==> config.mk <==
export PLATFORM = sky130hd
export DESIGN_NAME = mem_access_ctrl_flat
export DESIGN_NICKNAME = d
export VERILOG_FILES = /design/src/rtl/mem_access_ctrl_if.sv /design/src/rtl/mem_access_ctrl.sv /design/src/flat_wrapper.sv
export SDC_FILE = /design/constraint.sdc
export NUM_CORES = 1
export LEC_CHECK = 0
export ABC_AREA = 1
export BUFFER_PORTS_ARGS = -buffer_cell sky130_fd_sc_hd__buf_2
export CELL_PAD_IN_SITES_DETAIL_PLACEMENT = 2
export CELL_PAD_IN_SITES_GLOBAL_PLACEMENT = 2
export CORE_MARGIN = 4
export CORE_UTILIZATION = 21
export DETAILED_ROUTE_END_ITERATION = 8
export PLACE_DENSITY = 0.81
export SLEW_MARGIN = 10
export SYNTH_ARGS = -nofsm -noshare
export SYNTH_HDL_FRONTEND = slang
export SYNTH_SLANG_ARGS = --single-unit
==> constraint.sdc <==
create_clock -name clk -period 2 [get_ports clk]
set_clock_uncertainty 0.2 [all_clocks]
set_input_delay 0.2 -clock clk [delete_from_list [all_inputs] [get_ports clk]]
set_output_delay 0.2 -clock clk [all_outputs]
set_load 0.03 [all_outputs]
==> src/rtl/mem_access_ctrl_if.sv <==
// Bundle of EX/MEM-side, data-memory-side and hazard-side signals of the MEM-stage sequencer.
// Latency: none, signals only.
// Backpressure: MemReady from memory throttles the access; StallM is returned to the pipeline.
//
// master: the sequencer (drives MemReq/MemWe/MemAddr/MemWData, StallM, ReadDataM, MisalignM, MemErr).
// slave : surrounding pipeline plus data memory (drives the EX/MEM fields, MemReady, MemRData).

interface mem_access_ctrl_if #(
  parameter int DATA_WIDTH = 32
);
  // EX/MEM register fields
  logic                  ValidM;
  logic                  FlushM;
  logic                  MemWriteM;
  logic [1:0]            ResultSrcM;
  logic [DATA_WIDTH-1:0] ALUResultM;
  logic [DATA_WIDTH-1:0] WriteDataM;
  // data memory port
  logic                  MemReq;
  logic                  MemWe;
  logic [DATA_WIDTH-1:0] MemAddr;
  logic [DATA_WIDTH-1:0] MemWData;
  logic                  MemReady;
  logic [DATA_WIDTH-1:0] MemRData;
  // hazard unit / MEM/WB
  logic                  StallM;
  logic [DATA_WIDTH-1:0] ReadDataM;
  logic                  MisalignM;
  logic                  MemErr;

  modport master (
    input  ValidM, FlushM, MemWriteM, ResultSrcM, ALUResultM, WriteDataM,
    input  MemReady, MemRData,
    output MemReq, MemWe, MemAddr, MemWData,
    output StallM, ReadDataM, MisalignM, MemErr
  );

  modport slave (
    output ValidM, FlushM, MemWriteM, ResultSrcM, ALUResultM, WriteDataM,
    output MemReady, MemRData,
    input  MemReq, MemWe, MemAddr, MemWData,
    input  StallM, ReadDataM, MisalignM, MemErr
  );
endinterface

==> src/rtl/mem_access_ctrl.sv <==
// MEM-stage sequencer: issues a word load/store to a variable-latency data memory and stalls the pipeline.
// Latency: 2 cycles minimum (request cycle with MemReady, then DONE); aborts after TIMEOUT unanswered cycles.
// Backpressure: holds MemReq/addr/data/we stable until MemReady; StallM freezes upstream stages meanwhile.
//
// Ports: clk, rst_n (async active-low); bus (master modport) carries the EX/MEM fields,
// the memory req/ready port, StallM to the hazard unit and ReadDataM/MisalignM/MemErr to MEM/WB.

module mem_access_ctrl #(
  parameter int DATA_WIDTH = 32,
  parameter int TIMEOUT    = 16   // must be >= 2
) (
  input  logic                clk,
  input  logic                rst_n,
  mem_access_ctrl_if.master   bus
);

  localparam int CW = $clog2(TIMEOUT + 1);
  localparam logic [CW-1:0] CNT_LAST = CW'(TIMEOUT - 1);

  typedef enum logic [1:0] {
    ST_IDLE = 2'd0,
    ST_WAIT = 2'd1,
    ST_DONE = 2'd2
  } state_e;

  state_e                state_q, state_d;
  logic [CW-1:0]         cnt_q, cnt_d;
  logic [DATA_WIDTH-1:0] rdata_q, rdata_d;
  logic                  misalign_q, misalign_d;
  logic                  err_q, err_d;

  logic access;
  logic aligned;
  logic is_load;
  logic req;
  logic stall;

  always_comb begin
    access  = bus.ValidM & ~bus.FlushM & (bus.MemWriteM | (bus.ResultSrcM == 2'b01));
    aligned = (bus.ALUResultM[1:0] == 2'b00);
    // A store wins if both flags are set, so ReadDataM is only loaded by true loads.
    is_load = ~bus.MemWriteM & (bus.ResultSrcM == 2'b01);
  end

  always_ff @(posedge clk or negedge rst_n) begin
    if (!rst_n) begin
      state_q    <= ST_IDLE;
      cnt_q      <= '0;
      rdata_q    <= '0;
      misalign_q <= 1'b0;
      err_q      <= 1'b0;
    end else begin
      state_q    <= state_d;
      cnt_q      <= cnt_d;
      rdata_q    <= rdata_d;
      misalign_q <= misalign_d;
      err_q      <= err_d;
    end
  end

  // The counter holds the number of unanswered request cycles already seen,
  // the IDLE request cycle included, so the abort lands after TIMEOUT cycles of StallM.
  always_comb begin
    state_d    = state_q;
    cnt_d      = cnt_q;
    rdata_d    = rdata_q;
    misalign_d = 1'b0;
    err_d      = err_q;
    req        = 1'b0;
    stall      = 1'b0;

    case (state_q)
      ST_IDLE: begin
        cnt_d = '0;
        if (access) begin
          stall = 1'b1;
          if (aligned) begin
            req = 1'b1;
            if (bus.MemReady) begin
              state_d = ST_DONE;
              if (is_load) begin
                rdata_d = bus.MemRData;
              end
            end else begin
              state_d = ST_WAIT;
              cnt_d   = CW'(1);
            end
          end else begin
            // Misaligned: no memory request, just a one-cycle stall and a flag.
            state_d    = ST_DONE;
            misalign_d = 1'b1;
          end
        end
      end

      ST_WAIT: begin
        // FlushM is ignored here: an issued request always runs to completion.
        stall = 1'b1;
        req   = 1'b1;
        cnt_d = cnt_q + 1'b1;
        if (bus.MemReady) begin
          state_d = ST_DONE;
          cnt_d   = '0;
          if (is_load) begin
            rdata_d = bus.MemRData;
          end
        end else if (cnt_q == CNT_LAST) begin
          state_d = ST_DONE;
          cnt_d   = '0;
          err_d   = 1'b1;
          rdata_d = '0;
        end
      end

      ST_DONE: begin
        state_d = ST_IDLE;
      end

      default: begin
        state_d = ST_IDLE;
        cnt_d   = '0;
      end
    endcase
  end

  // Gating with rst_n drops the request and stall immediately while reset is held,
  // even though IDLE otherwise reflects AccessM combinationally.
  assign bus.MemReq    = rst_n & req;
  assign bus.StallM    = rst_n & stall;
  assign bus.MemWe     = bus.MemReq & bus.MemWriteM;
  assign bus.MemAddr   = bus.ALUResultM;
  assign bus.MemWData  = bus.WriteDataM;
  assign bus.ReadDataM = rdata_q;
  assign bus.MisalignM = misalign_q;
  assign bus.MemErr    = err_q;

endmodule

==> src/flat_wrapper.sv <==
// flat-port wrapper written by rule: the top's interface ports become plain ports
module mem_access_ctrl_flat 
#(
  parameter int DATA_WIDTH = 32,
  parameter int TIMEOUT    = 16                  
)
  (clk, rst_n, bus_ValidM, bus_FlushM, bus_MemWriteM, bus_ResultSrcM, bus_ALUResultM, bus_WriteDataM, bus_MemReady, bus_MemRData, bus_MemReq, bus_MemWe, bus_MemAddr, bus_MemWData, bus_StallM, bus_ReadDataM, bus_MisalignM, bus_MemErr);
  mem_access_ctrl_if #(.DATA_WIDTH(DATA_WIDTH)) bus_i ();
  input  logic clk;
  input  logic rst_n;
  input wire logic [$bits(bus_i.ValidM)-1:0] bus_ValidM;
  input wire logic [$bits(bus_i.FlushM)-1:0] bus_FlushM;
  input wire logic [$bits(bus_i.MemWriteM)-1:0] bus_MemWriteM;
  input wire logic [$bits(bus_i.ResultSrcM)-1:0] bus_ResultSrcM;
  input wire logic [$bits(bus_i.ALUResultM)-1:0] bus_ALUResultM;
  input wire logic [$bits(bus_i.WriteDataM)-1:0] bus_WriteDataM;
  input wire logic [$bits(bus_i.MemReady)-1:0] bus_MemReady;
  input wire logic [$bits(bus_i.MemRData)-1:0] bus_MemRData;
  output wire logic [$bits(bus_i.MemReq)-1:0] bus_MemReq;
  output wire logic [$bits(bus_i.MemWe)-1:0] bus_MemWe;
  output wire logic [$bits(bus_i.MemAddr)-1:0] bus_MemAddr;
  output wire logic [$bits(bus_i.MemWData)-1:0] bus_MemWData;
  output wire logic [$bits(bus_i.StallM)-1:0] bus_StallM;
  output wire logic [$bits(bus_i.ReadDataM)-1:0] bus_ReadDataM;
  output wire logic [$bits(bus_i.MisalignM)-1:0] bus_MisalignM;
  output wire logic [$bits(bus_i.MemErr)-1:0] bus_MemErr;
  assign bus_i.ValidM = bus_ValidM;
  assign bus_i.FlushM = bus_FlushM;
  assign bus_i.MemWriteM = bus_MemWriteM;
  assign bus_i.ResultSrcM = bus_ResultSrcM;
  assign bus_i.ALUResultM = bus_ALUResultM;
  assign bus_i.WriteDataM = bus_WriteDataM;
  assign bus_i.MemReady = bus_MemReady;
  assign bus_i.MemRData = bus_MemRData;
  assign bus_MemReq = bus_i.MemReq;
  assign bus_MemWe = bus_i.MemWe;
  assign bus_MemAddr = bus_i.MemAddr;
  assign bus_MemWData = bus_i.MemWData;
  assign bus_StallM = bus_i.StallM;
  assign bus_ReadDataM = bus_i.ReadDataM;
  assign bus_MisalignM = bus_i.MisalignM;
  assign bus_MemErr = bus_i.MemErr;
  mem_access_ctrl #(.DATA_WIDTH(DATA_WIDTH), .TIMEOUT(TIMEOUT)) u_core (.clk(clk), .rst_n(rst_n), .bus(bus_i));
endmodule
== After elaboration in Yosys (flattened, before gate mapping) ==
Cells that the tools add are included.

* Bits in registers: 41
* Input port bits: 104
* Logic and storage cells: 57

* Add/subtract/negate cells: 1
* Equal/unequal tests: 8
* Muxes and demuxes: 27
* Bitwise operators: 10
* Reductions and logical operators: 6

{| class="wikitable"
|+ Operator list
! operator !! number
|-
| 32-bit two-way mux || 6
|-
| 32-bit case mux with 2 select lines || 1
|-
| 5-bit two-way mux || 4
|-
| 5-bit case mux with 3 select lines || 1
|-
| 2-bit two-way mux || 5
|-
| 1-bit two-way mux || 7
|-
| 1-bit AND || 6
|-
| 5-bit by 1-bit adder with 5-bit output, second input constant || 1
|-
| 5-bit by 4-bit equality test with 1-bit output, second input constant || 1
|-
| 5-bit AND reduction || 1
|-
| 2-bit by 1-bit equality test with 1-bit output, second input constant || 2
|-
| 2-bit zero test || 2
|-
| 2-bit by 1-bit inequality test with 1-bit output, second input constant || 2
|-
| 1-bit case mux with 2 select lines || 2
|-
| 2-bit case mux with 2 select lines || 1
|-
| 3-bit by 2-bit inequality test with 1-bit output, second input constant || 1
|-
| 1-bit inverter || 3
|-
| 3-bit AND reduction || 1
|-
| 2-bit equality test, second input constant || 1
|-
| 2-bit inequality test, second input constant || 1
|-
| 2-bit AND reduction || 1
|-
| 2-bit nonzero test || 1
|-
| 1-bit bitwise OR || 1
|}

== Depth between registers and ports, before layout ==
Gate-level depths: netlist of run 1.

* Depth after elaboration: 7
* Depth in mapped cells: 9

== Worst setup path before layout of run 1 ==
No wires, ideal clock.

* Path kind: register to output
* Start point: register u_core.state_q[0]
* End point: output bus_MemWe
* Arrival time: 1.295 ns
* Data required time: 1.600 ns
* Slack: 0.305 ns
* Cell stages (with the launch flop): 5
* Cell sequence: dfrtp_1 -> inv_2 -> nand2_1 -> nand3_1 -> nor3_1

* Longest elaborated chain between the ends: 4

{| class="wikitable"
|+ Ends and longest elaborated chain
! what !! line !! source
|-
| from (decl) || mem_access_ctrl.sv:26 || <nowiki>state_e state_q, state_d;</nowiki>
|-
| from (signal assigned) || mem_access_ctrl.sv:53 || <nowiki>state_q <= state_d;</nowiki>
|-
| 2-bit by 1-bit equality test with 1-bit output or 2-bit zero test (tied branches) || mem_access_ctrl.sv:72 || <nowiki>case (state_q)</nowiki>
|-
| 1-bit case mux with 2 select lines * || mem_access_ctrl.sv:72 ||
|-
| 1-bit AND * || mem_access_ctrl.sv:128 || <nowiki>assign bus.MemReq = rst_n & req;</nowiki>
|-
| 1-bit AND * || mem_access_ctrl.sv:130 || <nowiki>assign bus.MemWe = bus.MemReq & bus.MemWriteM;</nowiki>
|-
| to (decl) || flat_wrapper.sv:20 || <nowiki>output wire logic [$bits(bus_i.MemWe)-1:0] bus_MemWe;</nowiki>
|}

Mark *: on every way between the ends. The rest lies on a longest branch, timed or not.

== Worst setup path in the final report of run 1 ==
* Start point: register u_core.cnt_q[0]
* End point: register u_core.rdata_q[24], in the netlist u_core.bus.ReadDataM[24]

* Longest elaborated chain between the ends: 3

{| class="wikitable"
|+ Ends and longest elaborated chain
! what !! line !! source
|-
| from (decl) || mem_access_ctrl.sv:27 || <nowiki>logic [CW-1:0] cnt_q, cnt_d;</nowiki>
|-
| from (signal assigned) || mem_access_ctrl.sv:54 || <nowiki>cnt_q <= cnt_d;</nowiki>
|-
| 5-bit by 4-bit equality test with 1-bit output || mem_access_ctrl.sv:107 || <nowiki>end else if (cnt_q == CNT_LAST) begin</nowiki>
|-
| 3-bit by 2-bit inequality test with 1-bit output (no source line) || - ||
|-
| 5-bit AND reduction (no source line) || - ||
|-
| to (signal assigned) || mem_access_ctrl.sv:55 || <nowiki>rdata_q <= rdata_d;</nowiki>
|-
| to (decl) || mem_access_ctrl.sv:28 || <nowiki>logic [DATA_WIDTH-1:0] rdata_q, rdata_d;</nowiki>
|}

No other way between the ends.
A chain may end at the register's enable or synchronous reset.

==> results_dict.tcl, run 1 <==
set metrics [dict create \
    reg2reg_slack_ns 0.13 \
    power_frac_clock_pct 20.1 \
    synth_top_family_by_area "buffers and inverters" \
    cts_tree "done" \
    grt_usage_pct 9.898 \
    via_count 2460 \
    final_util_pct 23.97 \
    synthAdderAreaFrac_pct 0.4100 \
    met1_usage_pct 10.77 \
    timing.fmax_mhz 533.5 \
    yosysSeqAreaShare_pct 33.62 \
    peakVddDrop_mv 0.3933 \
    wl_um 8373 \
    finalSetupViolCount 0 \
    fp.coreArea_mm2 0.01404 \
    place_hpwl_um 6482 \
    fin_crit_sh_pct 93.71 \
    ant_nets 0 \
    p_switching_uw 2136 \
    vias_per_cell 4.100 \
    fp.dieW_um 128.5 \
    cts_buffers 5 \
    synth-simple-area-share_pct 25.91 \
    critical_path_required_ns 1.96 \
    synth_nets 505 \
    final_common_cell "buf_2" \
    synth.area.mux_share_pct 0 \
    arrival_ns 1.84 \
    clock-sinks 41 \
    htree_levels 2 \
    rsz0062_at_grt "no" \
    diodes 0 \
    gr-usage-met3_pct 2.242 \
    synth.distinct_cells 29 \
    maxSlewHeadroom_pct 62.25 \
    dieHeight_um 128.5 \
    clkTransAtPathRegs_ns 0.06 \
    drv_cap 0 \
    grt_overflow 0 \
    hold_violations 0 \
    synth_edf_count 0 \
    setup_tns_ns 0 \
    die_area_mm2 0.01652 \
    synthFlopType "dfrtp_1" \
    drcViolationCount 0 \
    worstSetupPathType "flop to flop" \
    fill_cells 1685 \
    insertion_delay_ns 0.28 \
    first_iter_violations 55 \
    synth-xor-area-share_pct 0.5740 \
    wl_per_cell_um 13.96 \
    drt_first_pass_iters 4 \
    synth.ff_latch_count 41 \
    grt_first_pass_wirelength_um 13340 \
    p_comb_share_pct 49.0 \
    syn_area_mm2 0.003052 \
    power_density_mw_per_mm2 1368 \
    slew_viol_final 0 \
    yosys_warnings 0 \
    start_util_pct 21.73 \
    end_kind "flop" \
    critPathLaunchType "flop" \
    grt_antenna_before_repair 0 \
    tightest_slew_ns 0.5662 \
    fp-row-count 43 \
    grt_pass1_vias 2736 \
    fin_crit_ns 1.874 \
    grt-busiest-layer "met2" \
    holdCritPathClass "primary input to flop" \
    outcome "finished clean" \
    clk_path_buf_depth 2 \
    area_delta_synth_final_pct 10.29 \
    syn_inst 400 \
    grt_max_degree 42 \
    synth_compound_area_share_pct 10.66 \
    num_io_pins 205 \
    clockRootBuffer "clkbuf_16" \
    power_frac_seq_pct 30.8 \
    final_nets 524 \
    met2_usage_pct 19.28 \
    io_buffers 80 \
    final_cell_mix "80 x buf_2, 77 x nand2_1, 74 x inv_1" \
    drive_gt1_share_pct 40.24 \
    switching_share_pct 46.41 \
    async_reset_ff_share_pct 100.0 \
    synth.avg_cell_area_um2 7.629 \
    place.gp.congestion 0.7130 \
    worstPathMaxFanout 31 \
    power_leakage_uw 0.001868 \
    internal-power_uw 2467 \
]
==> what timing repair did <==
action | CTS | global route
hold buffers | 1 | 0
setup endpoints to repair | 0 | 25
setup buffers | 0 | 1
hold endpoints to repair | 41 | 0
gates resized for setup | 0 | 1
==> cell type report <==
cell class / count / area (um^2) / share of cell area (%)
Timing Repair Buffer: 91 / 501.7 / 14.91
Sequential cell: 41 / 1026 / 30.48
Tap cell: 180 / 225.2 / 6.691
Clock inverter: 2 / 38.79 / 1.152
Clock buffer: 6 / 128.9 / 3.829
Multi-Input combinational cell: 203 / 1151 / 34.20
Inverter: 77 / 294.0 / 8.736
==> worst max-delay path, stage by stage, from the launching register on <==
cell,delay [ns]
dfrtp_1,0.40
ha_1,0.24
nand4_1,0.18
nand2_4,0.16
nand3_4,0.18
buf_12,0.24
nand2_2,0.09
o21ai_2,0.05
==> logic make-up after synthesis <==
logic type	Yosys count
and+or+nand+nor	160
DFF	41
buffers and inverters	156
AOI/OAI and AO/OA	40
xor gates and xnor gates	2
adders and majority gates	1
==> final timing paths <==
check,to,start,cells past startpoint
min,u_core.bus.MisalignM,bus_ALUResultM[0],3
max reg2reg,u_core.bus.ReadDataM[24],u_core.cnt_q[0],7
max,u_core.bus.ReadDataM[24],u_core.cnt_q[0],7
min in group asynchronous,u_core.state_q[1],rst_n,3
max in group asynchronous,u_core.bus.ReadDataM[24],rst_n,3
min reg2reg,u_core.state_q[1],u_core.state_q[1],1
==> Yosys cell counts (2+ instances only) <==
cell / count / area (um^2)
nand2_1: 77 / 289.0
inv_1: 74 / 277.8
buf_4: 64 / 480.5
dfrtp_1: 41 / 1026
nand3_1: 38 / 190.2
o21ai_2: 32 / 280.3
nand2_2: 30 / 187.7
buf_6: 6 / 67.56
clkbuf_1: 5 / 18.77
nor2_1: 5 / 18.77
o21ai_0: 4 / 20.02
buf_2: 3 / 15.01
nor3_1: 3 / 15.01
inv_2: 2 / 7.510
nand3_4: 2 / 35.03
==> power groups by stage <==
| stage | Combinational [uW] | Clock [uW] | Sequential [uW] |
|---|---|---|---|
| after floorplan | 1390 | 0 | 1930 |
| after global placement | 2190 | 0 | 1420 |
| after detailed placement | 2300 | 0 | 1440 |
| after CTS | 2310 | 979 | 1430 |
| after global routing | 2490 | 1010 | 1470 |
| final | 2260 | 927 | 1420 |
==> registers in the layout, indices dropped and copies added (netlist names) <==
name,count
u_core.bus.ReadDataM,32
u_core.bus.MisalignM,1
u_core.cnt_q,5
u_core.bus.MemErr,1
u_core.state_q,2
==> routing by layer <==
metal,vias to the layer above,part of all wire [%]
met5,-,0
met4,0,1.0
met3,18,5.1
met2,64,54
met1,1206,40
li1,1172,-
==> stage by stage <==
stage          total power [uW]  hold WS [ns]  std cells  cell area (um^2)  worst slack [ns]
2_1_floorplan              3317       -0.2956        400              3052            0.3051
3_3_place_gp               3606        0.1536        590              3177            0.1892
3_5_place_dp               3745        0.1718        590              3177           0.02986
4_1_cts                    4720       0.05168        599              3354           0.01332
5_1_grt                    4966       0.06798        600              3366          0.006398
6_report                   4603       0.05626        600              3366            0.1257
(Power assumes the default switching activity.)
==> run 2: changes to the inputs <==
--- a/config.mk
+++ b/config.mk
@@ -6,7 +6,7 @@
 export NUM_CORES = 1
 export LEC_CHECK = 0
 export ABC_AREA = 1
-export BUFFER_PORTS_ARGS = -buffer_cell sky130_fd_sc_hd__buf_2
+export BUFFER_PORTS_ARGS = -buffer_cell sky130_fd_sc_hd__buf_4
 export CELL_PAD_IN_SITES_DETAIL_PLACEMENT = 2
 export CELL_PAD_IN_SITES_GLOBAL_PLACEMENT = 2
 export CORE_MARGIN = 4
==> run 2 against run 1 <==
Global-route usage up 0.63 points. Register-to-register slack about the same. Count of clock-buffer cells in the layout down 1. Sequential cell count unchanged. Clock power up 14%. Non-clock buffer count down 1. Maximum frequency about the same. Routed wire length up 2.6%. Final cell count down 0.17%. Power up 6.9%. First-iteration DRC count unchanged. Utilization up 1.6 points. Largest power group unchanged.
==> results_dict.tcl, run 2 (synthesis results as in run 1) <==
set metrics [dict create \
    outcome "finished clean" \
    via_count 2490 \
    clkTransAtPathRegs_ns 0.06 \
    grt-busiest-layer "met2" \
    setup_tns_ns 0 \
    fin_crit_sh_pct 93.78 \
    start_util_pct 21.73 \
    maxSlewHeadroom_pct 62.37 \
    grt_overflow 0 \
    dp_cells 589 \
    grt_usage_pct 10.53 \
    peakVddDrop_mv 0.4055 \
    power_density_mw_per_mm2 1373 \
    fin_ws_ns 0.1244 \
    met1_usage_pct 11.71 \
    num_io_pins 205 \
    grt_first_pass_wirelength_um 14190 \
    fin_cells 599 \
    worstSetupPathType "flop to flop" \
    clockRootBuffer "clkbuf_16" \
    largest_register_ffs 32 \
    wl_per_cell_um 14.35 \
    io_buffers 80 \
    p_switching_uw 2156 \
    drcViolationCount 0 \
    insertion_delay_ns 0.28 \
    die_area_mm2 0.01652 \
    wl_um 8594 \
    drt_first_pass_iters 3 \
    htree_levels 2 \
    slew_viol_final 0 \
    first_iter_violations 55 \
    p_comb_share_pct 49.3 \
    cts_buffers 5 \
    place_hpwl_um 6475 \
    power_leakage_uw 0.001920 \
    clock-sinks 41 \
    hold_violations 0 \
    fp.coreArea_mm2 0.01404 \
    grt_max_degree 42 \
    dieHeight_um 128.5 \
    arrival_ns 1.84 \
    diodes 0 \
    grt_pass1_vias 2886 \
    clk_path_buf_depth 2 \
    place.gp.congestion 0.7109 \
    critical_path_required_ns 1.97 \
    rsz0062_at_grt "no" \
    switching_share_pct 43.82 \
    final_nets 523 \
    gr-usage-met3_pct 2.325 \
    holdCritPathClass "primary input to flop" \
    vias_per_cell 4.157 \
    fin_crit_ns 1.876 \
    finalSetupViolCount 0 \
    reg2reg_slack_ns 0.12 \
    critPathLaunchType "flop" \
    end_kind "flop" \
    power_frac_seq_pct 29.1 \
    internal-power_uw 2764 \
    worstPathMaxFanout 31 \
    ant_nets 0 \
    post-place-ws_ns 0.03309 \
    fill_cells 1624 \
    cts_tree "done" \
    final_cell_mix "87 x buf_4, 77 x nand2_1, 74 x inv_1" \
    timing.fmax_mhz 533.2 \
    fp-row-count 43 \
    met2_usage_pct 20.13 \
    grt_antenna_before_repair 0 \
    final_common_cell "buf_4" \
    power_frac_clock_pct 21.6 \
    tightest_slew_ns 0.5644 \
    area_delta_synth_final_pct 17.43 \
    fp.dieW_um 128.5 \
    drive_gt1_share_pct 40.57 \
    drv_cap 0 \
]
[run 2: layer usage]
metal / routed length [um] / vias up
met3: 469 / 23
met1: 3391 / 1225
met4: 143 / 0
met5: 0 / -
li1: - / 1172
met2: 4590 / 70
[run 2: critical path: stages, from the launching register on]
cell,delay (ns)
dfrtp_1,0.41
ha_2,0.24
nand4_1,0.17
nand2_4,0.16
nand3_4,0.18
buf_12,0.23
nand2_2,0.09
o21ai_2,0.05
[run 2: worst paths after layout]
check / endpoint / start / cells past startpoint
min: u_core.cnt_q[0] / bus_FlushM / 4
min reg2reg: u_core.state_q[1] / u_core.state_q[1] / 1
max reg2reg: u_core.bus.ReadDataM[14] / u_core.cnt_q[0] / 7
min in group asynchronous: u_core.state_q[1] / rst_n / 3
max in group asynchronous: u_core.bus.ReadDataM[23] / rst_n / 3
max: u_core.bus.ReadDataM[14] / u_core.cnt_q[0] / 7
[run 2: what timing repair did]
action,4_1_cts,5_1_grt
gates resized for setup,0,2
setup endpoints to repair,0,29
hold endpoints to repair,41,0
buffers inserted,0,1
hold buffers,1,0
[run 2: power by group through the flow]
stage / Clock, uW / Sequential, uW / Combinational [uW]
floorplan: 0 / 1930 / 1390
global placement: 0 / 1430 / 2360
detailed placement: 0 / 1450 / 2480
CTS: 1100 / 1440 / 2480
global route: 1140 / 1490 / 2660
finish: 1060 / 1430 / 2420
[run 2: cell type report]
cell class | instances | area (um^2) | area share, %
multi-input combinational | 203 | 1154 | 32.19
clock inverter | 3 | 65.06 | 1.816
clock buffer | 5 | 125.1 | 3.492
timing repair buffer | 90 | 694.4 | 19.38
inverter | 77 | 294.0 | 8.205
sequential | 41 | 1026 | 28.63
tap | 180 | 225.2 | 6.285
[run 2: through the flow]
| step | hold slack [ns] | power (uW) | utilization (%) | instance area (um^2) |
|---|---|---|---|---|
| floorplan | -0.2956 | 3317 | - | 3052 |
| detailed placement | 0.1456 | 3930 | 24.00 | 3369 |
| CTS | 0.05020 | 5025 | 25.42 | 3570 |
| finish | 0.04507 | 4920 | 25.52 | 3583 |
| global placement | 0.1395 | 3798 | 24.00 | 3369 |
| global route | 0.07148 | 5288 | 25.52 | 3583 |
